[src/rtl/uart_pkg.sv]
// Shared encodings for the configurable UART transmitter: parity modes and
// transmit FSM states.
package uart_pkg;

    typedef enum logic [1:0] {
        PAR_NONE = 2'b00,
        PAR_ODD  = 2'b01,
        PAR_EVEN = 2'b10,
        PAR_MARK = 2'b11
    } par_mode_t;

    typedef enum logic [2:0] {
        ST_IDLE   = 3'd0,
        ST_START  = 3'd1,
        ST_DATA   = 3'd2,
        ST_PARITY = 3'd3,
        ST_STOP   = 3'd4
    } tx_state_t;

endpackage

[src/rtl/uart_tx_cfg_if.sv]
// Character handshake between the host byte source and the UART transmitter.
// A transfer happens on every rising clk edge where s_valid && s_ready; the
// master holds s_data stable while s_valid is high and not yet accepted.
interface uart_tx_cfg_if #(
    parameter int DATA_W = 8
);
    logic              s_valid;
    logic              s_ready;
    logic [DATA_W-1:0] s_data;

    modport master (output s_valid, output s_data, input s_ready);
    modport slave  (input s_valid, input s_data, output s_ready);
endinterface

[src/rtl/uart_baud_div.sv]
// Bit-period counter: counts 0..div while enabled, pulses tick on the last
// cycle of each period and wraps; held at zero while disabled.
module uart_baud_div #(
    parameter int DIV_W = 16
) (
    input  logic             clk,
    input  logic             reset,
    input  logic             clr,
    input  logic             en,
    input  logic [DIV_W-1:0] div,
    output logic             tick
);
    logic [DIV_W-1:0] count;

    assign tick = en && (count == div);

    always_ff @(posedge clk) begin
        if (reset || clr || tick || !en) begin
            count <= '0;
        end else begin
            count <= count + DIV_W'(1);
        end
    end
endmodule

[src/rtl/uart_tx_cfg.sv]
// Runtime-configurable UART transmitter: start, DATA_W data bits LSB-first,
// optional parity and one or two stop bits, with the frame config shadowed at accept.
module uart_tx_cfg
    import uart_pkg::*;
#(
    parameter int DATA_W = 8,
    parameter int DIV_W  = 16
) (
    input  logic             clk,
    input  logic             reset,
    input  logic [DIV_W-1:0] baud_div,
    input  logic [1:0]       parity_mode,
    input  logic             two_stop,
    uart_tx_cfg_if.slave     s,
    output logic             tx_out,
    output logic             busy,
    output logic             baud_tick,
    output tx_state_t        state_dbg
);
    localparam int IDX_W = $clog2(DATA_W);
    localparam logic [IDX_W-1:0] LAST_IDX = IDX_W'(DATA_W - 1);

    tx_state_t         state;
    logic [DATA_W-1:0] shreg;
    logic [IDX_W-1:0]  bit_idx;
    logic [DIV_W-1:0]  div_q;
    par_mode_t         par_q;
    logic              two_stop_q;
    logic              stop_second;
    logic              par_bit;
    logic              next_par;
    logic              accept;
    logic              tick;

    assign s.s_ready = (state == ST_IDLE);
    assign busy      = (state != ST_IDLE);
    assign accept    = s.s_valid && s.s_ready;
    assign baud_tick = tick;
    assign state_dbg = state;

    // Parity is taken from the incoming character so it is ready before DATA ends.
    always_comb begin
        next_par = 1'b1;
        case (par_mode_t'(parity_mode))
            PAR_ODD:  next_par = ~^s.s_data;
            PAR_EVEN: next_par = ^s.s_data;
            default:  next_par = 1'b1;
        endcase
    end

    uart_baud_div #(.DIV_W(DIV_W)) u_baud (
        .clk   (clk),
        .reset (reset),
        .clr   (accept),
        .en    (busy),
        .div   (div_q),
        .tick  (tick)
    );

    always_ff @(posedge clk) begin
        if (reset) begin
            state       <= ST_IDLE;
            tx_out      <= 1'b1;
            shreg       <= '0;
            bit_idx     <= '0;
            div_q       <= '0;
            par_q       <= PAR_NONE;
            two_stop_q  <= 1'b0;
            stop_second <= 1'b0;
            par_bit     <= 1'b0;
        end else begin
            case (state)
                ST_IDLE: begin
                    tx_out <= 1'b1;
                    if (accept) begin
                        shreg       <= s.s_data;
                        div_q       <= baud_div;
                        par_q       <= par_mode_t'(parity_mode);
                        two_stop_q  <= two_stop;
                        par_bit     <= next_par;
                        stop_second <= 1'b0;
                        bit_idx     <= '0;
                        tx_out      <= 1'b0;
                        state       <= ST_START;
                    end
                end
                ST_START: if (tick) begin
                    tx_out  <= shreg[0];
                    shreg   <= shreg >> 1;
                    bit_idx <= '0;
                    state   <= ST_DATA;
                end
                ST_DATA: if (tick) begin
                    if (bit_idx == LAST_IDX) begin
                        if (par_q != PAR_NONE) begin
                            tx_out <= par_bit;
                            state  <= ST_PARITY;
                        end else begin
                            tx_out <= 1'b1;
                            state  <= ST_STOP;
                        end
                    end else begin
                        bit_idx <= bit_idx + IDX_W'(1);
                        tx_out  <= shreg[0];
                        shreg   <= shreg >> 1;
                    end
                end
                ST_PARITY: if (tick) begin
                    tx_out <= 1'b1;
                    state  <= ST_STOP;
                end
                ST_STOP: if (tick) begin
                    // Second stop bit reuses this state for one more period.
                    if (two_stop_q && !stop_second) begin
                        stop_second <= 1'b1;
                    end else begin
                        state <= ST_IDLE;
                    end
                end
                default: state <= ST_IDLE;
            endcase
        end
    end
endmodule

[src/flat_wrapper.sv]
// flat-port wrapper written by rule: the top's interface ports become plain ports
module uart_tx_cfg_flat import uart_pkg::*;
#(
    parameter int DATA_W = 8,
    parameter int DIV_W  = 16
)
  (clk, reset, baud_div, parity_mode, two_stop, tx_out, busy, baud_tick, state_dbg, s_s_valid, s_s_data, s_s_ready);
  uart_tx_cfg_if #(.DATA_W(DATA_W)) s_i ();
  input  logic clk;
  input  logic reset;
  input  logic [DIV_W-1:0] baud_div;
  input  logic [1:0] parity_mode;
  input  logic two_stop;
  output logic tx_out;
  output logic busy;
  output logic baud_tick;
  output tx_state_t state_dbg;
  input wire logic [$bits(s_i.s_valid)-1:0] s_s_valid;
  input wire logic [$bits(s_i.s_data)-1:0] s_s_data;
  output wire logic [$bits(s_i.s_ready)-1:0] s_s_ready;
  assign s_i.s_valid = s_s_valid;
  assign s_i.s_data = s_s_data;
  assign s_s_ready = s_i.s_ready;
  uart_tx_cfg #(.DATA_W(DATA_W), .DIV_W(DIV_W)) u_core (.clk(clk), .reset(reset), .baud_div(baud_div), .parity_mode(parity_mode), .two_stop(two_stop), .s(s_i), .tx_out(tx_out), .busy(busy), .baud_tick(baud_tick), .state_dbg(state_dbg));
endmodule
[config.mk]
export PLATFORM = sky130hd
export DESIGN_NAME = uart_tx_cfg_flat
export DESIGN_NICKNAME = d
export VERILOG_FILES = /design/src/rtl/uart_pkg.sv /design/src/rtl/uart_tx_cfg_if.sv /design/src/rtl/uart_baud_div.sv /design/src/rtl/uart_tx_cfg.sv /design/src/flat_wrapper.sv
export SDC_FILE = /design/constraint.sdc
export NUM_CORES = 1
export LEC_CHECK = 0
export CORE_MARGIN = 1
export CORE_UTILIZATION = 40
export CTS_BUF_LIST = sky130_fd_sc_hd__clkbuf_8
export DETAILED_ROUTE_END_ITERATION = 16
export DONT_BUFFER_PORTS = 1
export PLACE_DENSITY_LB_ADDON = 0.15
export SETUP_SLACK_MARGIN = 0.02
export SLEW_MARGIN = 10
export SYNTH_ARGS = -nofsm -noshare
export SYNTH_HDL_FRONTEND = slang
export SYNTH_SLANG_ARGS = --single-unit
[constraint.sdc]
create_clock -name clk -period 4.2 [get_ports clk]
set_clock_uncertainty 0.05 [all_clocks]
set_input_delay 0.84 -clock clk [delete_from_list [all_inputs] [get_ports clk]]
set_output_delay 0.84 -clock clk [all_outputs]
set_load 0.01 [all_outputs]
Word level (Yosys, flattened, before mapping)
Cells that the tools add are included.

word-level totals
  flip-flop bits (word level) = 52
  bits of input ports = 30
  output and inout bits = 7
  word-level logic and storage cells = 81

cells by class
  $add $sub $neg = 2
  equal/unequal tests = 17
  multiplexer cells = 31
  reduce and logical (&&, ||, !) cells = 21

operators by type and width
  kind                   count
  $mux 3                 12
  $mux 8                 4
  $pmux 8 s3             1
  $add 16x1->16 const B  1
  $eq 16x16->1           1
  $pmux 3 s5             1
  $ne 2x2->1 const B     7
  $mux 1                 9
  $pmux 3 s3             1
  $reduce_and 4->1       2
  $reduce_xnor 8->1      1
  $reduce_xor 8->1       1
  $reduce_and 7->1       1
  $eq 3x2->1 const B     2
  $eq 3x3->1 const B     2
  $reduce_bool 3->1      2
  $reduce_and 5->1       1
  $ne 2x1->1 const B     2
  $pmux 1 s2             2
  $pmux 1 s4             1
  $reduce_bool 2->1      2
  $reduce_bool 4->1      1
  $add 3x1->3 const B    1
  $eq 3x1->1 const B     1
  other kinds (7)        12

Depth between registers and ports, before layout
  depth in word-level cells = 5
  gate-level depth with buffers = 8

Hierarchy
Synthesis repeated with hierarchy kept, for this count alone.

unflattened totals
  cell total of the unflattened synthesis = 300
  area, all modules = 2592.5 um^2

by module, submodules not included
  module         times used  cells an instance  area each (um^2)  sequential area each (um^2)
  uart_tx_cfg    1           200                1721.7            720.7
  uart_baud_div  1           100                870.8             320.3

Worst setup path before layout
OpenSTA, ideal clock, no wires.

  path kind = register to output
  start = reg u_core.u_baud.count[2]
  end = out baud_tick
  arrival = 1.452 ns
  required time = 3.310 ns
  slack = 1.858 ns
  stages on the path, launching flop included = 8
  buffers on the path = 3
  cells stage by stage = dfxtp_1 buf_6 xor2_1 nor4_2 nand4_1 buf_2 buf_6 nor2_1

between the ends
  longest elaborated chain between the ends = 2

RTL lines
  what                    line                 RTL
  start, declared         uart_baud_div.sv:13  logic [DIV_W-1:0] count;
  start signal, assigned  uart_baud_div.sv:21  count <= count + DIV_W'(1);
  $eq 16x16->1            uart_baud_div.sv:15  assign tick = en && (count == div);
  $logic_and 1x1->1       uart_baud_div.sv:15
  end, declared           flat_wrapper.sv:16   output logic baud_tick;

No other way between the ends.

Final worst setup path
  start = reg u_core.u_baud.count[0]
  end = out baud_tick

The elaborated chain is that of the path after synthesis.

==> parameters.txt <==
Parameter                              Value

Clock network
  TritonCTS clock tree ... yes
  Clock Tree Root ... clkbuf_8
  Count of hold buffers inserted by post-cts repair ... 0
  Setup Buffers After CTS ... 0
  Clock transition time at the flip-flop clock pins of the worst setup and hold paths ... 0.10 ns
  CTS sink count ... 52
  Clock latency of the later-clocked register in the worst-skew pair ... 0.31 ns
  Number of cells upsized or downsized after cts ... 0
  CTS H-tree depth ... 2
  Number of buffers inserted during clock tree synthesis ... 5
  Longest Clk Path Bufs ... 2

Synthesis
  Most common cell in the synthesized netlist ... dfxtp_1
  Netlist cell types ... 44
  Sequential cell area fraction in the yosys report ... 0.389
  Synth area leader ... dfxtp_1
  Post-synthesis async set-or-reset flop share ... 0
  Top_reg_cell synth ... dfxtp_1
  Biggest area contributors in the synthesized netlist ... dfxtp_1, xor2_1, nand2_1
  Leading cell types by count after synthesis ... dfxtp_1, nand2_1, nor2_1, xor2_1, a21oi_1
  Number of enable flip-flop cells after synthesis ... 0
  Avg Cell Area, Syn ... 8.22 um^2
  Synth top area share ... 0.389
  Syn nets ... 361
  Synth Cell Area ... 2680 um^2
  Post-Syn Instances ... 326
  Flops & latches, synth ... 52
  Number of synthesis warnings ... 0

Timing
  Minimum period implied by the final worst setup slack ... 2.73 ns
  Setup TNS after final layout ... 0 ns
  Highest attainable clock frequency ... 367 MHz
  Hold Vio Cnt, Final ... 0
  Relative max-transition margin ... 0.377
  Part of the cycle the worst path needs ... 0.649
  Final Slew Violations ... 0
  RSZ-0062 raised after global routing ... no
  Worst slew pin tran ... 0.931 ns
  Final setup viols ... 0

Run status
  Violations in the final reports ... DRC
  Result of the run ... finished with violations

Hold path
  Cell count of the worst hold path ... 2
  Worst Hold Endpoint ... u_core.stop_second$_SDFFE_PP0P_
  Startpoint of the tightest hold check path ... u_core.stop_second$_SDFFE_PP0P_
  Class of the most critical hold timing path ... reg -> reg

Critical path
  Data arrival at the endpoint of the critical path ... 1.84 ns
  Critical path capture point type ... output port
  Worst path bufs/invs ... 1
  Startpoint types ... register
  Critical Path Max Stage Delay ... 0.43 ns
  Number of cells traversed by the worst register-to-register path ... 7
  Endpoint of the worst-slack reg-to-reg timing path ... u_core.shreg[4]$_SDFFE_PP0P_
  Highest fanout seen on the critical path ... 22
  Critical path's top delay family ... simple AND/OR/NAND/NOR gates
  Chain of cells forming the critical path ... xor2_1 > nor4_1 > nand4_1 > buf_4 > nor2_1
  RR Startpoint ... u_core.bit_idx[0]$_SDFFE_PP0P_
  Critical Path Slowest Stage Cell ... nor4_1
  Slack of the worst reg-to-reg path ... 1.85 ns
  CP Data Required Time ... 3.31 ns
  CP Class ... reg -> out

Cells and area
  Number of nets in the layout ... 350
  Area Overhead vs Synth ... 3.04%
  ANT cells ... 0
  Post-layout instance count excluding filler cells ... 392
  Layout cell share with drive strength beyond 1 ... 0.0444

Die
  Io pins ... 37
  Die height ... 83.8 um
  Starting utilization of the core area ... 0.417
  Core box area ... 6420 um^2
  Placement Rows ... 29
  Width of the die ... 83.8 um
  Die footprint ... 7030 um^2

Drt
  Iteration count of the initial detailed-routing pass ... 10
  Vias per Instance ... 5.34
  Total detailed-routing wirelength ... 5750 um
  Vias post-DR ... 2092
  Routed wire per std cell ... 14.7 um
  Post-DRT Antenna Nets ... 0
  Initial drt markers ... 64
  DRC violations left ... 6

Placement
  Post-Place Cells ... 385
  Half-perimeter wire length after placement ... 4000 um
  Port Buffer Count ... 0
  Routability Congestion ... 0.749

Pwr
  Power per unit of standard cell area ... 573 nW/um^2
  Maximum ir drop on the vdd rail ... 169 uV
  Total power consumption of the routed design ... 1.58 mW
  Total leakage power ... 1.07 nW

GRT
  All-layer global routing usage ... 0.174
  Via count of the first global-routing pass ... 1959
  Number of antenna violations at the first check in global routing ... 0
  Global-route wire length before repair ... 9820 um
  Aggregate global routing overflow ... 0
  Maximum number of pins on one net before global-route repair ... 40

Run
  Number of max-cap violations ... 0
[per-stage QoR]
| step | utilization | setup WS [ns] | instance area (um^2) | hold WS, ns |
|---|---|---|---|---|
| final | 0.430 | 1.47 | 2760 | 0.403 |
| after global routing | 0.430 | 1.41 | 2760 | 0.436 |
| after CTS | 0.430 | 1.48 | 2760 | 0.405 |
| after detailed placement | 0.417 | 1.84 | 2680 | 0.392 |
| after global placement | 0.417 | 1.82 | 2680 | 0.383 |
| after floorplan | - | 1.86 | 2680 | 0.382 |
[cell usage in the layout (no fill, tap or decap), drive strengths merged, types with 7 or more instances in the layout]
master / instances
a21boi: 8
xnor2: 11
a31oi: 8
xor2: 27
a21oi: 25
nand3: 7
o21ai: 9
nor2: 29
nor4: 7
mux2i: 9
dfxtp: 52
inv: 13
nand2: 51
o22ai: 7
[how the worst max path moves through the flow]
| stage | start | endpoint | slack [ns] | cells after the start |
|---|---|---|---|---|
| floorplan | u_core.u_baud.count[2]$_SDFF_PP0_ | baud_tick | 1.86 | 7 |
| global placement | u_core.u_baud.count[2]$_SDFF_PP0_ | baud_tick | 1.82 | 5 |
| detailed placement | u_core.u_baud.count[2]$_SDFF_PP0_ | baud_tick | 1.84 | 5 |
| CTS | u_core.u_baud.count[2]$_SDFF_PP0_ | baud_tick | 1.48 | 5 |
| global route | u_core.u_baud.count[0]$_SDFF_PP0_ | baud_tick | 1.41 | 5 |
| finish | u_core.u_baud.count[0]$_SDFF_PP0_ | baud_tick | 1.47 | 5 |
[registers in the layout, summed over array words and instances, names as in the netlist, 2 cells and up]
register / flops
u_core.shreg: 8
u_core.state_dbg: 3
u_core.u_baud.count: 16
u_core.par_q: 2
u_core.div_q: 16
u_core.bit_idx: 3
[tightest hold or removal path, stage by stage, from the launching register on]
cell	delay, ns
dfxtp_1	0.32
nand2_1	0.05
a21oi_1	0.05
[logic make-up after synthesis]
kind of cell,count (synthesis),synth area share
DFF,52,0.389
adders and majority gates,5,0.0234
buffers and inverters,32,0.0570
xor gates and xnor gates,38,0.124
muxes,10,0.0378
and+or+nand+nor,121,0.212
AOI/OAI and AO/OA,68,0.157
[area by class of cell]
class,count,area (um^2)
multi-input combinational,242,1490
clock inverter,2,12.5
fill,667,3660
sequential,52,1040
inverter,13,48.8
tap,77,96.3
clock buffer,5,68.8
timing repair buffer,1,7.51
[per-layer routing]
metal / up-vias / part of all wire / GRT usage
li1: 1081 / - / -
met1: 973 / 0.54 / 0.256
met2: 33 / 0.40 / 0.251
met3: 5 / 0.043 / 0.0425
met4: 0 / 0.0078 / 0.0470
met5: - / 0 / 0
[report_power, final]
part           total [mW]  switching, mW  internal [mW]
sequential          0.683         0.0999          0.583
clock               0.282          0.169          0.113
combinational       0.616          0.377          0.239
total                1.58          0.646          0.935
(Power assumes the default switching activity.)
